$ cat config.mk
export PLATFORM = sky130hd
export DESIGN_NAME = alu
export DESIGN_NICKNAME = d
export VERILOG_FILES = /design/src/rtl/alu_pkg.sv /design/src/rtl/alu_comb.sv /design/src/rtl/alu.sv
export SDC_FILE = /design/constraint.sdc
export NUM_CORES = 1
export LEC_CHECK = 0
export CAP_MARGIN = 20
export CORE_MARGIN = 5
export CORE_UTILIZATION = 45
export CTS_BUF_LIST = sky130_fd_sc_hd__clkbuf_16
export CTS_CLUSTER_DIAMETER = 50
export DETAILED_ROUTE_END_ITERATION = 8
export GPL_ROUTABILITY_DRIVEN = 1
export GPL_TIMING_DRIVEN = 0
export PLACE_DENSITY = 0.74
export SLEW_MARGIN = 25
export SYNTH_ARGS = -nofsm -noshare
export SYNTH_HDL_FRONTEND = slang
export SYNTH_SLANG_ARGS = --single-unit
export TNS_END_PERCENT = 30
$ cat constraint.sdc
create_clock -name clk -period 1.1 [get_ports clk]
set_input_delay 0.22 -clock clk [delete_from_list [all_inputs] [get_ports clk]]
set_output_delay 0.22 -clock clk [all_outputs]
set_load 0.1 [all_outputs]
$ cat src/rtl/alu_pkg.sv
// Shared constants for the execute-stage ALU: default datapath width and opcode encodings.
package alu_pkg;

    localparam int unsigned ALU_WIDTH = 32;

    localparam logic [2:0] ALU_ADD = 3'b000;
    localparam logic [2:0] ALU_SUB = 3'b001;
    localparam logic [2:0] ALU_AND = 3'b010;
    localparam logic [2:0] ALU_OR  = 3'b011;
    localparam logic [2:0] ALU_SLT = 3'b101;

endpackage

$ cat src/rtl/alu_comb.sv
// Combinational operand-B select and operation decode producing the next ALU result.
module alu_comb
    import alu_pkg::*;
#(
    parameter int unsigned WIDTH = ALU_WIDTH
) (
    input  logic [WIDTH-1:0] i_src_a,
    input  logic [WIDTH-1:0] i_reg_data2,
    input  logic [WIDTH-1:0] i_imm_ext,
    input  logic             i_alu_src,
    input  logic [2:0]       i_alu_control,
    output logic [WIDTH-1:0] o_result_c
);

    logic [WIDTH-1:0] w_src_b;

    assign w_src_b = i_alu_src ? i_imm_ext : i_reg_data2;

    // SLT uses a native signed compare so it stays correct when a - b overflows.
    always_comb begin
        o_result_c = '0;
        case (i_alu_control)
            ALU_ADD: o_result_c = i_src_a + w_src_b;
            ALU_SUB: o_result_c = i_src_a - w_src_b;
            ALU_AND: o_result_c = i_src_a & w_src_b;
            ALU_OR:  o_result_c = i_src_a | w_src_b;
            ALU_SLT: o_result_c = ($signed(i_src_a) < $signed(w_src_b)) ? WIDTH'(1) : '0;
            default: o_result_c = '0;
        endcase
    end

endmodule

$ cat src/rtl/alu.sv
// Execute-stage ALU: one-cycle registered result with a Zero flag derived from the register.
module alu
    import alu_pkg::*;
#(
    parameter int unsigned WIDTH = ALU_WIDTH
) (
    input  logic             clk,
    input  logic             rst,
    input  logic [WIDTH-1:0] SrcA,
    input  logic [WIDTH-1:0] RegData2,
    input  logic [WIDTH-1:0] ImmExt,
    input  logic             ALUSrc,
    input  logic [2:0]       ALUControl,
    output logic [WIDTH-1:0] ALUResult,
    output logic             Zero
);

    logic [WIDTH-1:0] w_next_result;
    logic [WIDTH-1:0] r_result;

    alu_comb #(
        .WIDTH(WIDTH)
    ) u_alu_comb (
        .i_src_a       (SrcA),
        .i_reg_data2   (RegData2),
        .i_imm_ext     (ImmExt),
        .i_alu_src     (ALUSrc),
        .i_alu_control (ALUControl),
        .o_result_c    (w_next_result)
    );

    always_ff @(posedge clk or posedge rst) begin
        if (rst) begin
            r_result <= '0;
        end else begin
            r_result <= w_next_result;
        end
    end

    assign ALUResult = r_result;
    assign Zero      = (r_result == '0);

endmodule

==> flow_metrics.env <==
export IMPL_status="finished with violations"
export IMPL_violations="setup timing"
export IMPL_internal_power_mw=5.15
export IMPL_p_seq_frac=0.159
export IMPL_initial_utilization=0.456
export IMPL_yosysSeqAreaShare=0.134
export IMPL_netSwitchingFraction=0.474
export IMPL_maxCapViolCount=0
export IMPL_hp_class="input pin to async pin"
export IMPL_grt_pass1_vias=6507
export IMPL_crit_top_cell="buf_4"
export IMPL_die_area_sq_um=15700
export IMPL_p_comb_frac=0.674
export IMPL_first_pass_iters=5
export IMPL_synth_edff_count=0
export IMPL_p_leak_nw=4.22
export IMPL_antenna_found_initial=0
export IMPL_endpoint_kind="flop"
export IMPL_grt_max_degree=33
export IMPL_syn_area_sq_um=6000
export IMPL_arrival_ns=3.47
export IMPL_area_delta_synth_final_pct=54.3
export IMPL_synthArstFlopShare=1.00
export IMPL_finalCritPeriodShare=3.04
export IMPL_track_usage=0.267
export IMPL_top_level_ports=135
export IMPL_slew_violations=0
export IMPL_ys_flop_type="dfrtp_1"
export IMPL_tightest_slew_ns=0.765
export IMPL_dp_cells=1100
export IMPL_wl_per_cell_um=19.9
export IMPL_cts_made_buffers=5
export IMPL_finalHoldViolCount=0
export IMPL_ant_nets=0
export IMPL_setup_viol=50
export IMPL_row_count=42
export IMPL_grt_first_pass_wirelength_um=34300
export IMPL_tns_ns=-56.69
export IMPL_clock_sinks=32
export IMPL_crit_slowest_cell="o211ai_1"
export IMPL_slowest_delay_ns=0.31
export IMPL_routabilityCongestion=0.979
export IMPL_synth_fp_nets=1006
export IMPL_clkTransAtPathRegs_ns=0.06
export IMPL_fin_ws_ns=-2.25
export IMPL_yosys_warnings=0
export IMPL_largest_register_ffs=32
export IMPL_antenna_cells=0
export IMPL_layout_commonest_cell="ha_1"
export IMPL_wl_um=23100
export IMPL_htree_levels=2
export IMPL_cp_cell_sequence="clkbuf_16 > buf_4 > buf_16 > mux2i_4 > ha_2 > or2_2 > o211ai_1 > a211oi_2 > a32o_2 > buf_4 > a2bb2oi_4 > a21o_1 > a211o_1 > a21oi_2 > xnor2_1 > o221ai_1"
export IMPL_relSlewSlack=0.490
export IMPL_pwr_share_clk=0.167
export IMPL_crit_required_ns=1.22
export IMPL_final_cell_mix="98 x ha_1, 88 x inv_1, 87 x clkdlybuf4s50_1"
export IMPL_die_w_um=125
export IMPL_io_buffer_count=132
export IMPL_cp_max_fo=4
export IMPL_synth_seq_cells=32
export IMPL_worstSetupPathType="input pin to flop"
export IMPL_cts_root_buf="clkbuf_16"
export IMPL_cts_buffer_depth=2
export IMPL_fp_dieH_um=125
export IMPL_num_nets_final=1198
export IMPL_ir_drop_v=0.000814
export IMPL_dp_hpwl_um=16200
export IMPL_syn_area_per_cell_sq_um=7.57
export IMPL_drive_above_1_share=0.235
export IMPL_cts_tree="yes"
export IMPL_netlist_instances=792
export IMPL_power_density_nw_per_um2=1060
export IMPL_placeableCoreArea_sq_um=13100
export IMPL_netSwitchingPower_mw=4.64
export IMPL_routed_via_density=5.95
export IMPL_drt_iter0_drc=737
export IMPL_drcViolationCount=0
export IMPL_start_kind="input pin"
export IMPL_rsz0062_at_grt="yes"
export IMPL_gr_total_overflow=0
export IMPL_yosys_cell_types_count=69
export IMPL_period_minus_slack_ns=3.35
export IMPL_num_vias=6909
export IMPL_final_cell_count_no_fill=1161
export IMPL_fmax_mhz=299
metrics by stage:
stage / power, mW / area [sq um] / hold WS, ns / setup slack (ns) / utilization
floorplan: 5.16 / 6160 / 0.336 / -2.12 / -
global placement: 6.66 / 7700 / 0.916 / -2.73 / 0.586
detailed placement: 6.68 / 7700 / 0.687 / -2.73 / 0.586
CTS: 9.16 / 8830 / 0.389 / -2.16 / 0.672
global route: 10.2 / 9250 / 0.439 / -2.29 / 0.704
finish: 9.79 / 9250 / 0.362 / -2.25 / 0.704
power by group through the flow:
| stage | sequential [mW] | combinational, mW | clock [mW] |
|---|---|---|---|
| after global routing | 1.57 | 6.94 | 1.68 |
| after CTS | 1.52 | 6.03 | 1.62 |
| after detailed placement | 1.46 | 5.22 | 0 |
| after floorplan | 2.61 | 2.55 | 0 |
| final | 1.56 | 6.60 | 1.63 |
| after global placement | 1.46 | 5.20 | 0 |
worst paths after layout:
path                               start             to  cells past startpoint
min in group clk           ALUControl[1]  ALUResult[28]                      3
worst max-delay path              ALUSrc  ALUResult[29]                     16
worst min-delay path                 rst  ALUResult[29]                      2
max in group asynchronous            rst  ALUResult[14]                      2
cell type report:
class	instances	area, sq um
well taps	176	220
flip-flops and latches	32	806
fillers	1036	3890
plain buffers	34	251
clock inverters	3	38.8
multi-input cells	629	5370
repair buffers	186	2080
inverters	96	363
clock buffers	5	125
critical path: cells and delay by family:
family | cells | cell delay [ns]
AO/OA/AOI/OAI | 8 | 1.82
XOR/XNOR | 1 | 0.16
adder cells (fa/ha/maj) | 1 | 0.21
buffers and inverters | 4 | 0.57
multiplexers | 1 | 0.20
AND/OR/NAND/NOR | 1 | 0.27
cell usage after synthesis (all sizes together) (3+ instances only):
cell type	count	area [sq um]
or4	4	30.0
and3	6	37.5
inv	95	357
o31ai	4	30.0
nand4	7	43.8
a21oi	74	382
ha	110	1380
a221oi	8	76.3
buf	9	50.1
o22ai	3	18.8
dfrtp	32	801
nor2	82	308
a211oi	10	80.1
a41oi	3	33.8
xnor2	24	210
o221ai	19	166
nor3	9	45.0
nor4	14	87.6
o31a	4	35.0
o41ai	3	26.3
nor2b	9	66.3
a31oi	7	43.8
o21a	4	30.0
or3	3	18.8
mux2i	38	380
o21ai	37	196
nand2b	10	62.6
nand3	11	55.1
nand2	54	203
xor2	5	43.8
a221o	3	30.0
o21bai	10	75.1
a21o	15	113
o211ai	3	22.5
or2	5	31.3
a211o	3	26.3
a31o	3	26.3
clkbuf	26	97.6
cell families after synthesis:
group                    count (synthesis)  share of synthesized area
adder cells (fa/ha/maj)                112                      0.236
AND/OR/NAND/NOR                        219                      0.171
multiplexers                            39                     0.0653
flip-flops                              32                      0.134
AO/OA/AOI/OAI                          230                      0.267
XOR/XNOR                                29                     0.0424
buffers and inverters                  131                     0.0847
metal layers:
metal,wire (um),track usage,share of wire,vias to the layer above
met1,8940,0.343,0.39,3242
met4,943,0.0823,0.041,0
li1,-,-,-,3179
met5,0,0,0,-
met2,10900,0.454,0.47,404
met3,2270,0.0507,0.098,84
repair_timing:
item,4_1_cts,5_1_grt
buffers inserted,37,17
pin swaps,55,33
endpoints found under the setup margin,65,65
resized for setup,378,73
hold buffers,0,0
Note: power is estimated with default switching activity, not from simulation.
